File: src/rtl/dionysus_sdram_arbiter.sv
// dionysus_sdram_arbiter: shares the SDRAM command bus between the write and
// read engines (round-robin with a hold limit), owns the refresh timer and
// registers the selected engine's command fields onto the pins.
// Optional build macro SDRAM_ARB_STATS_EN adds saturating refresh/preempt
// counters on debug[30:7]; without it those bits read zero.

`ifndef SDRAM_CMD_LOAD_MODE
`define SDRAM_CMD_LOAD_MODE       3'b000
`endif
`ifndef SDRAM_CMD_AR
`define SDRAM_CMD_AR              3'b001
`endif
`ifndef SDRAM_CMD_PRECHARGE
`define SDRAM_CMD_PRECHARGE       3'b010
`endif
`ifndef SDRAM_CMD_ACTIVE
`define SDRAM_CMD_ACTIVE          3'b011
`endif
`ifndef SDRAM_CMD_WRITE
`define SDRAM_CMD_WRITE           3'b100
`endif
`ifndef SDRAM_CMD_READ
`define SDRAM_CMD_READ            3'b101
`endif
`ifndef SDRAM_CMD_BURST_TERMINATE
`define SDRAM_CMD_BURST_TERMINATE 3'b110
`endif
`ifndef SDRAM_CMD_NOP
`define SDRAM_CMD_NOP             3'b111
`endif

module dionysus_sdram_arbiter #(
    parameter int REFRESH_INTERVAL = 1560,
    parameter int T_RFC            = 8,
    parameter int MAX_HOLD         = 1024
) (
    input  logic        clk,
    input  logic        rst,
    input  logic        wr_request,
    input  logic        rd_request,
    input  logic        wr_idle,
    input  logic        rd_idle,
    output logic        wr_enable,
    output logic        rd_enable,
    output logic        auto_refresh,
    input  logic [2:0]  wr_command,
    input  logic [11:0] wr_address,
    input  logic [1:0]  wr_bank,
    input  logic [15:0] wr_data,
    input  logic [1:0]  wr_mask,
    input  logic [2:0]  rd_command,
    input  logic [11:0] rd_address,
    input  logic [1:0]  rd_bank,
    input  logic [1:0]  rd_mask,
    output logic [2:0]  sdram_command,
    output logic [11:0] sdram_address,
    output logic [1:0]  sdram_bank,
    output logic [15:0] sdram_data_out,
    output logic [1:0]  sdram_data_mask,
    output logic [31:0] debug
);

    localparam int HOLD_W = $clog2(MAX_HOLD + 1);
    localparam int WAIT_W = $clog2(T_RFC + 1);
    localparam logic [15:0]       REF_RELOAD = 16'(REFRESH_INTERVAL - 1);
    localparam logic [HOLD_W-1:0] HOLD_LAST  = HOLD_W'(MAX_HOLD - 1);
    localparam logic [WAIT_W-1:0] RFC_LOAD   = WAIT_W'(T_RFC);

    typedef enum logic [2:0] {
        ST_IDLE     = 3'd0,
        ST_GRANT_WR = 3'd1,
        ST_GRANT_RD = 3'd2,
        ST_DRAIN    = 3'd3,
        ST_REF_CMD  = 3'd4,
        ST_REF_WAIT = 3'd5
    } state_t;

    typedef enum logic [1:0] {
        SEL_NONE = 2'd0,
        SEL_WR   = 2'd1,
        SEL_RD   = 2'd2
    } sel_t;

    state_t            state_q, state_d;
    logic              last_rd_q, last_rd_d;   // 1 = read engine held the bus last
    logic [HOLD_W-1:0] hold_q, hold_d;
    logic [WAIT_W-1:0] wait_q, wait_d;
    logic [15:0]       ref_timer_q;
    logic              ref_pending_q;
    logic              refresh_missed_q;
    logic              auto_refresh_q;
    logic              ref_clear;
    logic              ar_cmd;
    sel_t              sel;

    assign wr_enable    = (state_q == ST_GRANT_WR);
    assign rd_enable    = (state_q == ST_GRANT_RD);
    assign auto_refresh = auto_refresh_q;

    // Refresh timer: periodic request, sticky flag if a request is still unserved when the next one fires
    always_ff @(posedge clk) begin
        if (rst) begin
            ref_timer_q      <= REF_RELOAD;
            ref_pending_q    <= 1'b0;
            refresh_missed_q <= 1'b0;
            auto_refresh_q   <= 1'b0;
        end else begin
            auto_refresh_q <= ref_pending_q;
            if (ref_timer_q == 16'd0) begin
                ref_timer_q   <= REF_RELOAD;
                ref_pending_q <= 1'b1;
                if (ref_pending_q && !ref_clear) begin
                    refresh_missed_q <= 1'b1;
                end
            end else begin
                ref_timer_q <= ref_timer_q - 16'd1;
                if (ref_clear) begin
                    ref_pending_q <= 1'b0;
                end
            end
        end
    end

    // Arbitration state register
    always_ff @(posedge clk) begin
        if (rst) begin
            state_q   <= ST_IDLE;
            last_rd_q <= 1'b1;
            hold_q    <= '0;
            wait_q    <= '0;
        end else begin
            state_q   <= state_d;
            last_rd_q <= last_rd_d;
            hold_q    <= hold_d;
            wait_q    <= wait_d;
        end
    end

    // Next-state, pin source select and refresh handshake
    always_comb begin
        state_d   = state_q;
        last_rd_d = last_rd_q;
        hold_d    = hold_q;
        wait_d    = wait_q;
        sel       = SEL_NONE;
        ar_cmd    = 1'b0;
        ref_clear = 1'b0;
        case (state_q)
            ST_IDLE: begin
                hold_d = '0;
                if (ref_pending_q) begin
                    state_d = ST_REF_CMD;
                end else if (wr_request && (!rd_request || last_rd_q)) begin
                    state_d = ST_GRANT_WR;
                end else if (rd_request) begin
                    state_d = ST_GRANT_RD;
                end
            end
            ST_GRANT_WR: begin
                sel = SEL_WR;
                if (!wr_request || ref_pending_q || (rd_request && hold_q == HOLD_LAST)) begin
                    state_d   = ST_DRAIN;
                    last_rd_d = 1'b0;
                    hold_d    = '0;
                end else if (hold_q != HOLD_LAST) begin
                    hold_d = hold_q + 1'b1;
                end
            end
            ST_GRANT_RD: begin
                sel = SEL_RD;
                if (!rd_request || ref_pending_q || (wr_request && hold_q == HOLD_LAST)) begin
                    state_d   = ST_DRAIN;
                    last_rd_d = 1'b1;
                    hold_d    = '0;
                end else if (hold_q != HOLD_LAST) begin
                    hold_d = hold_q + 1'b1;
                end
            end
            ST_DRAIN: begin
                // Keep the drained engine on the pins so its closing commands go out
                if (last_rd_q) begin
                    sel = SEL_RD;
                end else begin
                    sel = SEL_WR;
                end
                if (last_rd_q ? rd_idle : wr_idle) begin
                    state_d = ref_pending_q ? ST_REF_CMD : ST_IDLE;
                end
            end
            ST_REF_CMD: begin
                ar_cmd    = 1'b1;
                ref_clear = 1'b1;
                wait_d    = RFC_LOAD;
                state_d   = ST_REF_WAIT;
            end
            ST_REF_WAIT: begin
                if (wait_q == '0) begin
                    state_d = ST_IDLE;
                end else begin
                    wait_d = wait_q - 1'b1;
                end
            end
            default: begin
                state_d = ST_IDLE;
            end
        endcase
    end

    // Pin register: every field taken from one source in the same cycle
    always_ff @(posedge clk) begin
        if (rst) begin
            sdram_command   <= `SDRAM_CMD_NOP;
            sdram_address   <= '0;
            sdram_bank      <= '0;
            sdram_data_out  <= '0;
            sdram_data_mask <= '0;
        end else begin
            case (sel)
                SEL_WR: begin
                    sdram_command   <= wr_command;
                    sdram_address   <= wr_address;
                    sdram_bank      <= wr_bank;
                    sdram_data_out  <= wr_data;
                    sdram_data_mask <= wr_mask;
                end
                SEL_RD: begin
                    sdram_command   <= rd_command;
                    sdram_address   <= rd_address;
                    sdram_bank      <= rd_bank;
                    sdram_data_out  <= '0;
                    sdram_data_mask <= rd_mask;
                end
                default: begin
                    sdram_command   <= ar_cmd ? `SDRAM_CMD_AR : `SDRAM_CMD_NOP;
                    sdram_address   <= '0;
                    sdram_bank      <= '0;
                    sdram_data_out  <= '0;
                    sdram_data_mask <= '0;
                end
            endcase
        end
    end

`ifdef SDRAM_ARB_STATS_EN
    logic [11:0] refresh_count_q;
    logic [11:0] preempt_count_q;
    logic        preempt;

    // A grant is preempted when it ends while its engine still wants the bus
    assign preempt = (state_d == ST_DRAIN) &&
                     (((state_q == ST_GRANT_WR) && wr_request) ||
                      ((state_q == ST_GRANT_RD) && rd_request));

    // Saturating event counters
    always_ff @(posedge clk) begin
        if (rst) begin
            refresh_count_q <= '0;
            preempt_count_q <= '0;
        end else begin
            if (ar_cmd && refresh_count_q != 12'hFFF) begin
                refresh_count_q <= refresh_count_q + 12'd1;
            end
            if (preempt && preempt_count_q != 12'hFFF) begin
                preempt_count_q <= preempt_count_q + 12'd1;
            end
        end
    end

    assign debug[30:7] = {preempt_count_q, refresh_count_q};
`else
    assign debug[30:7] = '0;
`endif

    assign debug[31]  = 1'b0;
    assign debug[6:0] = {refresh_missed_q, auto_refresh_q, rd_enable, wr_enable, state_q};

endmodule
File: config.mk
export PLATFORM = sky130hd
export DESIGN_NAME = dionysus_sdram_arbiter
export DESIGN_NICKNAME = d
export VERILOG_FILES = /design/src/rtl/dionysus_sdram_arbiter.sv
export SDC_FILE = /design/constraint.sdc
export NUM_CORES = 1
export LEC_CHECK = 0
export ABC_AREA = 1
export BUFFER_PORTS_ARGS = -buffer_cell sky130_fd_sc_hd__buf_2
export CAP_MARGIN = 5
export CELL_PAD_IN_SITES_DETAIL_PLACEMENT = 2
export CELL_PAD_IN_SITES_GLOBAL_PLACEMENT = 2
export CORE_UTILIZATION = 26
export CTS_CLUSTER_DIAMETER = 40
export CTS_CLUSTER_SIZE = 12
export DETAILED_ROUTE_END_ITERATION = 10
export PLACE_DENSITY_LB_ADDON = 0.15
export SYNTH_ARGS = -nofsm -noshare
export SYNTH_HDL_FRONTEND = slang
export SYNTH_SLANG_ARGS = --single-unit
File: constraint.sdc
create_clock -name clk -period 2 [get_ports clk]
set_input_delay 0.3 -clock clk [delete_from_list [all_inputs] [get_ports clk]]
set_output_delay 0.3 -clock clk [all_outputs]
set_load 0.1 [all_outputs]
==> impl_metrics.ini, run 1 <==
[synth]
synthTopCellsByCount = nand2_1 (119), dfxtp_1 (73), nor2_1 (54)
yosys_register_bits = 73
synth_warnings = 0
synth-edff-count = 0
yosysSeqAreaShare = 0.431
yosysMostFrequentCell = nand2_1
synth_top_area_cell = dfxtp_1
synth_ff_type = dfxtp_1
synth_top_area_share = 0.431
synth_area_um2 = 3390
avgSynthCellArea_um2 = 7.24
synth_cells = 469
async_flop_share = 0
synthDistinctLibCells = 34
netlist_top_cells_area = dfxtp_1 (43%), nand2_1 (13%), buf_4 (6.6%)

[floorplanning]
die_area_um2 = 13500
die_x_um = 116
ios = 130
initial_core_util = 0.268
coreArea_um2 = 12700
row_count = 41
die_height_um = 116

[finish]
final_cell_area_um2 = 4330
final_core_util = 0.341
stdcell_count = 753
area_delta_synth_final_pct = 27.5
layout-drive-gt1-share = 0.270
diodes = 0
fin_nets = 642

[power_and_ir_drop]
cellPowerDensity_nw_per_um2 = 1440
switching_share = 0.502
power_frac_seq = 0.282
p_switching_mw = 3.12
peakVddDrop_v = 0.000434
p_comb_frac = 0.473
clkPwrFrac = 0.245
p_leak_nw = 2.13
intPower_mw = 3.10

[sta]
slew_viol_final = 0
layout_setup_ws_ps = 190
max_freq_mhz = 553
rsz0062_at_grt = no
timing.final.crit_share = 0.905
min_period_ps = 1810
clock_skew_ps = 6.81
setup_violations = 0
hold_viol = 0
fin_worst_hold_slack_ps = 178

[detailed_routing]
vias = 3241
dr.pass1.iters = 4
drc_errors = 0
wire_per_inst_um = 13.5
drtAntennaViolNets = 0
route.met2.wl_mm = 5.45
m1WireLength_mm = 4.20
highest-signal-layer = met4
wirelength_mm = 10.2
wl_met3_um = 411
viasPerCell = 4.30
drt_iter0_drc = 85

[clock_network]
clk_latency_ps = 330
cts_tree = done
path_clk_slew_ps = 60
postCtsSetupRepairBufs = 0
clockBufferDepth = 2
cts.sinks = 73
cts_root_buffer = clkbuf_16
cts_buffers = 9
htreeDepth = 3

[global_route]
antenna_found_initial = 0
grt_pass1_wl_mm = 16.1
track_usage = 0.155
grt_start_max_net_pins = 21
gr-total-overflow = 0
grt_pass1_vias = 3366

[placed_design]
dp_slack_ps = 191
portBuffers = 104
hpwlAfterDp_mm = 7.78
place_congestion = 0.749
placed_cell_area_um2 = 4040
placed_cells = 737

[critical_path]
crit_family = buffers and inverters
crit_slowest_cell = dfxtp_4
critPathMaxFanout = 13
crit_chain = inv_4 -> nand3_4 -> clkinvlp_4 -> a21oi_2 -> inv_1 -> ha_2 -> nor2_1 -> clkinv_2 -> buf_4 -> a21oi_1
cp_data_arrival_time_ps = 2070
worst-setup-path-type = register to register
crit_path_start_kind = register
cp_slowest_stage_delay_ps = 400
critPathCaptureType = register
critPathRequiredTime_ps = 2260
path_buf_inv = 5

[flow_run]
max-cap-violations = 0

[worst_hold_path]
hold_path_class = input pin to register

[status]
status = finished clean
## metrics by stage
step | total power [mW] | setup TNS, ps
after floorplan | 4.24 | -6270
after global placement | 4.70 | 0
after detailed placement | 4.75 | 0
after CTS | 6.33 | 0
after global routing | 6.58 | 0
final | 6.22 | 0
## worst reg2reg max path, cell delays in order (launching register included)
cell and delay [ps]:
dfxtp_4 400, inv_4 60, nand3_4 80, clkinvlp_4 120, a21oi_2 140, inv_1 60
ha_2 260, nor2_1 130, clkinv_2 120, buf_4 200, a21oi_1 160
## final timing paths
path                                     start           endpoint  slack, ps  cells past startpoint
worst max-delay path                state_q[2]   sdram_address[9]        190                     10
worst min-delay path                wr_data[3]  sdram_data_out[3]        180                      3
worst max register to register      state_q[2]   sdram_address[9]        190                     10
worst min register to register  ref_timer_q[0]     ref_timer_q[0]        390                      1
## routing by layer
| layer | vias to the layer above | GRT usage |
|---|---|---|
| li1 | 1624 | - |
| met1 | 1548 | 0.176 |
| met4 | 0 | 0.0487 |
| met2 | 61 | 0.280 |
| met5 | - | 0 |
| met3 | 8 | 0.0420 |
## area by class of cell
| class | count | area (um^2) |
|---|---|---|
| fillers | 1552 | 8340 |
| multi-input cells | 321 | 1550 |
| flip-flops and latches | 73 | 1470 |
| repair buffers | 111 | 573 |
| clock buffers | 11 | 253 |
| inverters | 60 | 235 |
| well taps | 172 | 215 |
| clock inverters | 5 | 30.0 |
## cell families (layout without fill, tap and decap cells)
| kind of cell | Yosys count | in the layout | synth area share |
|---|---|---|---|
| compound gates | 59 | 59 | 0.0944 |
| xor+xnor | 11 | 11 | 0.0284 |
| fa+ha+maj | 6 | 6 | 0.0221 |
| buf+inv | 99 | 187 | 0.146 |
| flops | 73 | 73 | 0.431 |
| other cells | 1 | 25 | 0.00111 |
| simple gates | 220 | 220 | 0.277 |
## repair_timing
action                     4_1_cts  5_1_grt
hold buffers                     0        0
resized for setup                0        1
setup endpoints to repair        0        2
## power by group through the flow
stage / clock network, mW / logic (mW) / registers [mW]
2_1_floorplan: 0 / 1.52 / 2.72
3_3_place_gp: 0 / 2.93 / 1.78
3_5_place_dp: 0 / 2.97 / 1.78
4_1_cts: 1.59 / 2.98 / 1.76
5_1_grt: 1.65 / 3.16 / 1.77
6_report: 1.52 / 2.94 / 1.75
## registers in the layout (all words and copies together), names as in the netlist
register and flops:
refresh_missed_q 1, sdram_address 12, sdram_data_mask 2, ref_pending_q 1, sdram_command 3, state_q 3, sdram_bank 2, last_rd_q 1
auto_refresh 1, wait_q 4, hold_q 11, ref_timer_q 16, sdram_data_out 16
## placed cells by master (no fill, tap or decap), types with 3 or more instances in the layout
| cell | n |
|---|---|
| buf_2 | 104 |
| nor3_1 | 3 |
| ha_1 | 5 |
| clkbuf_16 | 9 |
| clkinv_2 | 4 |
| dfxtp_1 | 70 |
| nor2_1 | 53 |
| xor2_1 | 9 |
| nand4_1 | 10 |
| buf_4 | 7 |
| nor2_2 | 4 |
| nand2_1 | 118 |
| inv_2 | 4 |
| clkinvlp_4 | 3 |
| a21oi_1 | 41 |
| nand2_2 | 4 |
| conb_1 | 25 |
| nand3_1 | 18 |
| o21ai_0 | 9 |
| inv_1 | 51 |
(Power assumes the default switching activity.)
==> run 2: changes to the inputs <==
Settings changed: CORE_ASPECT_RATIO set to 1.4, CORE_UTILIZATION 26 to 27, CTS_BUF_LIST set to sky130_fd_sc_hd__clkbuf_8.
==> run 2 against run 1 <==
Compared with the run above:
- first-iteration DRC count decreased by 38%
- critical path depth unchanged
- sequential power about the same
- non-clock buffer count is the same
- combinational power is essentially flat
- global-route usage rose by 0.29 points
- total power decreased by 4.5%
- critical endpoint is now sdram_address[11]
- sequential cell count unchanged
- utilization grew 0.19 points
- via count increased by 1.6%
- sequential share of layout area is 0.79 points higher
- clock skew up 1.8 ps
==> impl_metrics.ini, run 2 (same netlist as run 1, synthesis figures left out) <==
[power_and_ir_drop]
power_mw = 5.94
switching_share = 0.510
p_comb_frac = 0.496
intPower_mw = 2.91
power_frac_seq = 0.295
peakVddDrop_v = 0.000377
p_switching_mw = 3.03
cellPowerDensity_nw_per_um2 = 1410
clkPwrFrac = 0.210
p_leak_nw = 2.10

[worst_hold_path]
hold_path_class = input pin to register
min_from = wr_data[14]
holdPathEnd = sdram_data_out[14]
holdPathStages = 3

[detailed_routing]
route.met2.wl_mm = 5.83
m1WireLength_mm = 3.89
drtAntennaViolNets = 0
vias = 3293
wirelength_mm = 10.2
wire_per_inst_um = 14.0
dr.pass1.iters = 4
viasPerCell = 4.51
wl_met3_um = 368
drc_errors = 0
highest-signal-layer = met4
drt_iter0_drc = 53

[sta]
rsz0062_at_grt = no
worst_pin_slew_ps = 522
max_slew_margin = 0.654
clock_skew_ps = 8.57
max_freq_mhz = 553
min_period_ps = 1810
hold_viol = 0
slew_viol_final = 0
timing.final.crit_share = 0.904
setup_violations = 0

[finish]
layout_common_cells = nand2_1 (118), buf_2 (104), dfxtp_1 (70), nor2_1 (54), inv_1 (51)
fillers = 1494
final_cell_area_um2 = 4230
layout-drive-gt1-share = 0.267
mostFrequentLayoutCell = nand2_1
final_core_util = 0.343
fin_nets = 642
diodes = 0
stdcell_count = 730
reg_top3 = ref_timer_q x16, sdram_data_out x16, sdram_address x12
area_delta_synth_final_pct = 24.6

[placed_design]
hpwlAfterDp_mm = 8.00
place_congestion = 0.765
portBuffers = 104
placed_cell_area_um2 = 4010
placed_cells = 715

[floorplanning]
coreArea_um2 = 12300
ios = 130
die_height_um = 135
row_count = 48
initial_core_util = 0.276
die_x_um = 96.7
die_area_um2 = 13000

[critical_path]
r2r_slack_ps = 190
worst-setup-path-type = register to register
cp_slowest_stage_delay_ps = 410
crit_slowest_cell = dfxtp_4
cp_data_arrival_time_ps = 2090
crit_path_start_kind = register
timing.rr.end = sdram_address[11]
critPathRequiredTime_ps = 2280
worstRegToRegCells = 10
r2r-start = state_q[2]
crit_chain = inv_4 -> nand3_4 -> clkinvlp_4 -> a21oi_2 -> inv_1 -> ha_2 -> nor2_1 -> clkinv_2 -> buf_4 -> a21oi_1
critPathMaxFanout = 10
critPathCaptureType = register

[clock_network]
cts_buffers = 9
htreeDepth = 3
clk_latency_ps = 350
postCtsSetupRepairBufs = 0
clockBufferDepth = 2
cts.sinks = 73
cts.repair.resized = 0
cts_tree = done
cts_hold_buf = 0
path_clk_slew_ps = 80
cts_root_buffer = clkbuf_8

[global_route]
track_usage = 0.158
grt_start_max_net_pins = 21
grt_pass1_wl_mm = 16.4
gr-total-overflow = 0
grt_pass1_vias = 3510
antenna_found_initial = 0

[flow_run]
max-cap-violations = 0

[status]
status = finished clean
## run 2: power by group through the flow
stage	clock network, mW	logic (mW)	registers (mW)
2_1_floorplan	0	1.52	2.72
3_3_place_gp	0	2.94	1.77
3_5_place_dp	0	2.98	1.79
4_1_cts	1.31	3.00	1.75
5_1_grt	1.37	3.17	1.77
6_report	1.25	2.94	1.75
## run 2: how the worst max path moves through the flow
stage               startpoint                 to  slack (ps)  cells after the start
global route        state_q[2]   sdram_address[6]           6                     10
CTS                 state_q[2]  sdram_address[11]         160                     10
detailed placement  state_q[2]  sdram_address[11]         180                     10
floorplan           state_q[1]   sdram_command[0]        -390                      9
global placement    state_q[2]   sdram_command[0]         220                      9
finish              state_q[2]  sdram_address[11]         190                     10
## run 2: routing by layer
metal / up-vias / global-route usage
met5: - / 0
met1: 1606 / 0.159
met2: 58 / 0.313
met4: 0 / 0.0547
met3: 10 / 0.0352
li1: 1619 / -
## run 2: per-stage QoR
stage | TNS (ps) | worst slack [ps] | hold slack (ps)
floorplan | -6270 | -386 | 366
global placement | 0 | 225 | 377
detailed placement | 0 | 179 | 387
CTS | 0 | 156 | 141
global route | 0 | 6.37 | 145
finish | 0 | 192 | 159
## run 2: final cells by class
type	count	area [um^2]	area share
clock inverters	2	35.0	0.00829
clock buffers	13	179	0.0423
multi-input cells	321	1550	0.366
well taps	150	188	0.0444
repair buffers	111	573	0.136
flip-flops and latches	73	1470	0.348
inverters	60	235	0.0556
## run 2: worst max-delay path: cells and delay by family (launching register included)
family,cells,cell delay [ps]
AOI/OAI and AO/OA,2,260
buffers and inverters,5,610
DFF,1,410
and+or+nand+nor,2,200
adders and majority gates,1,260
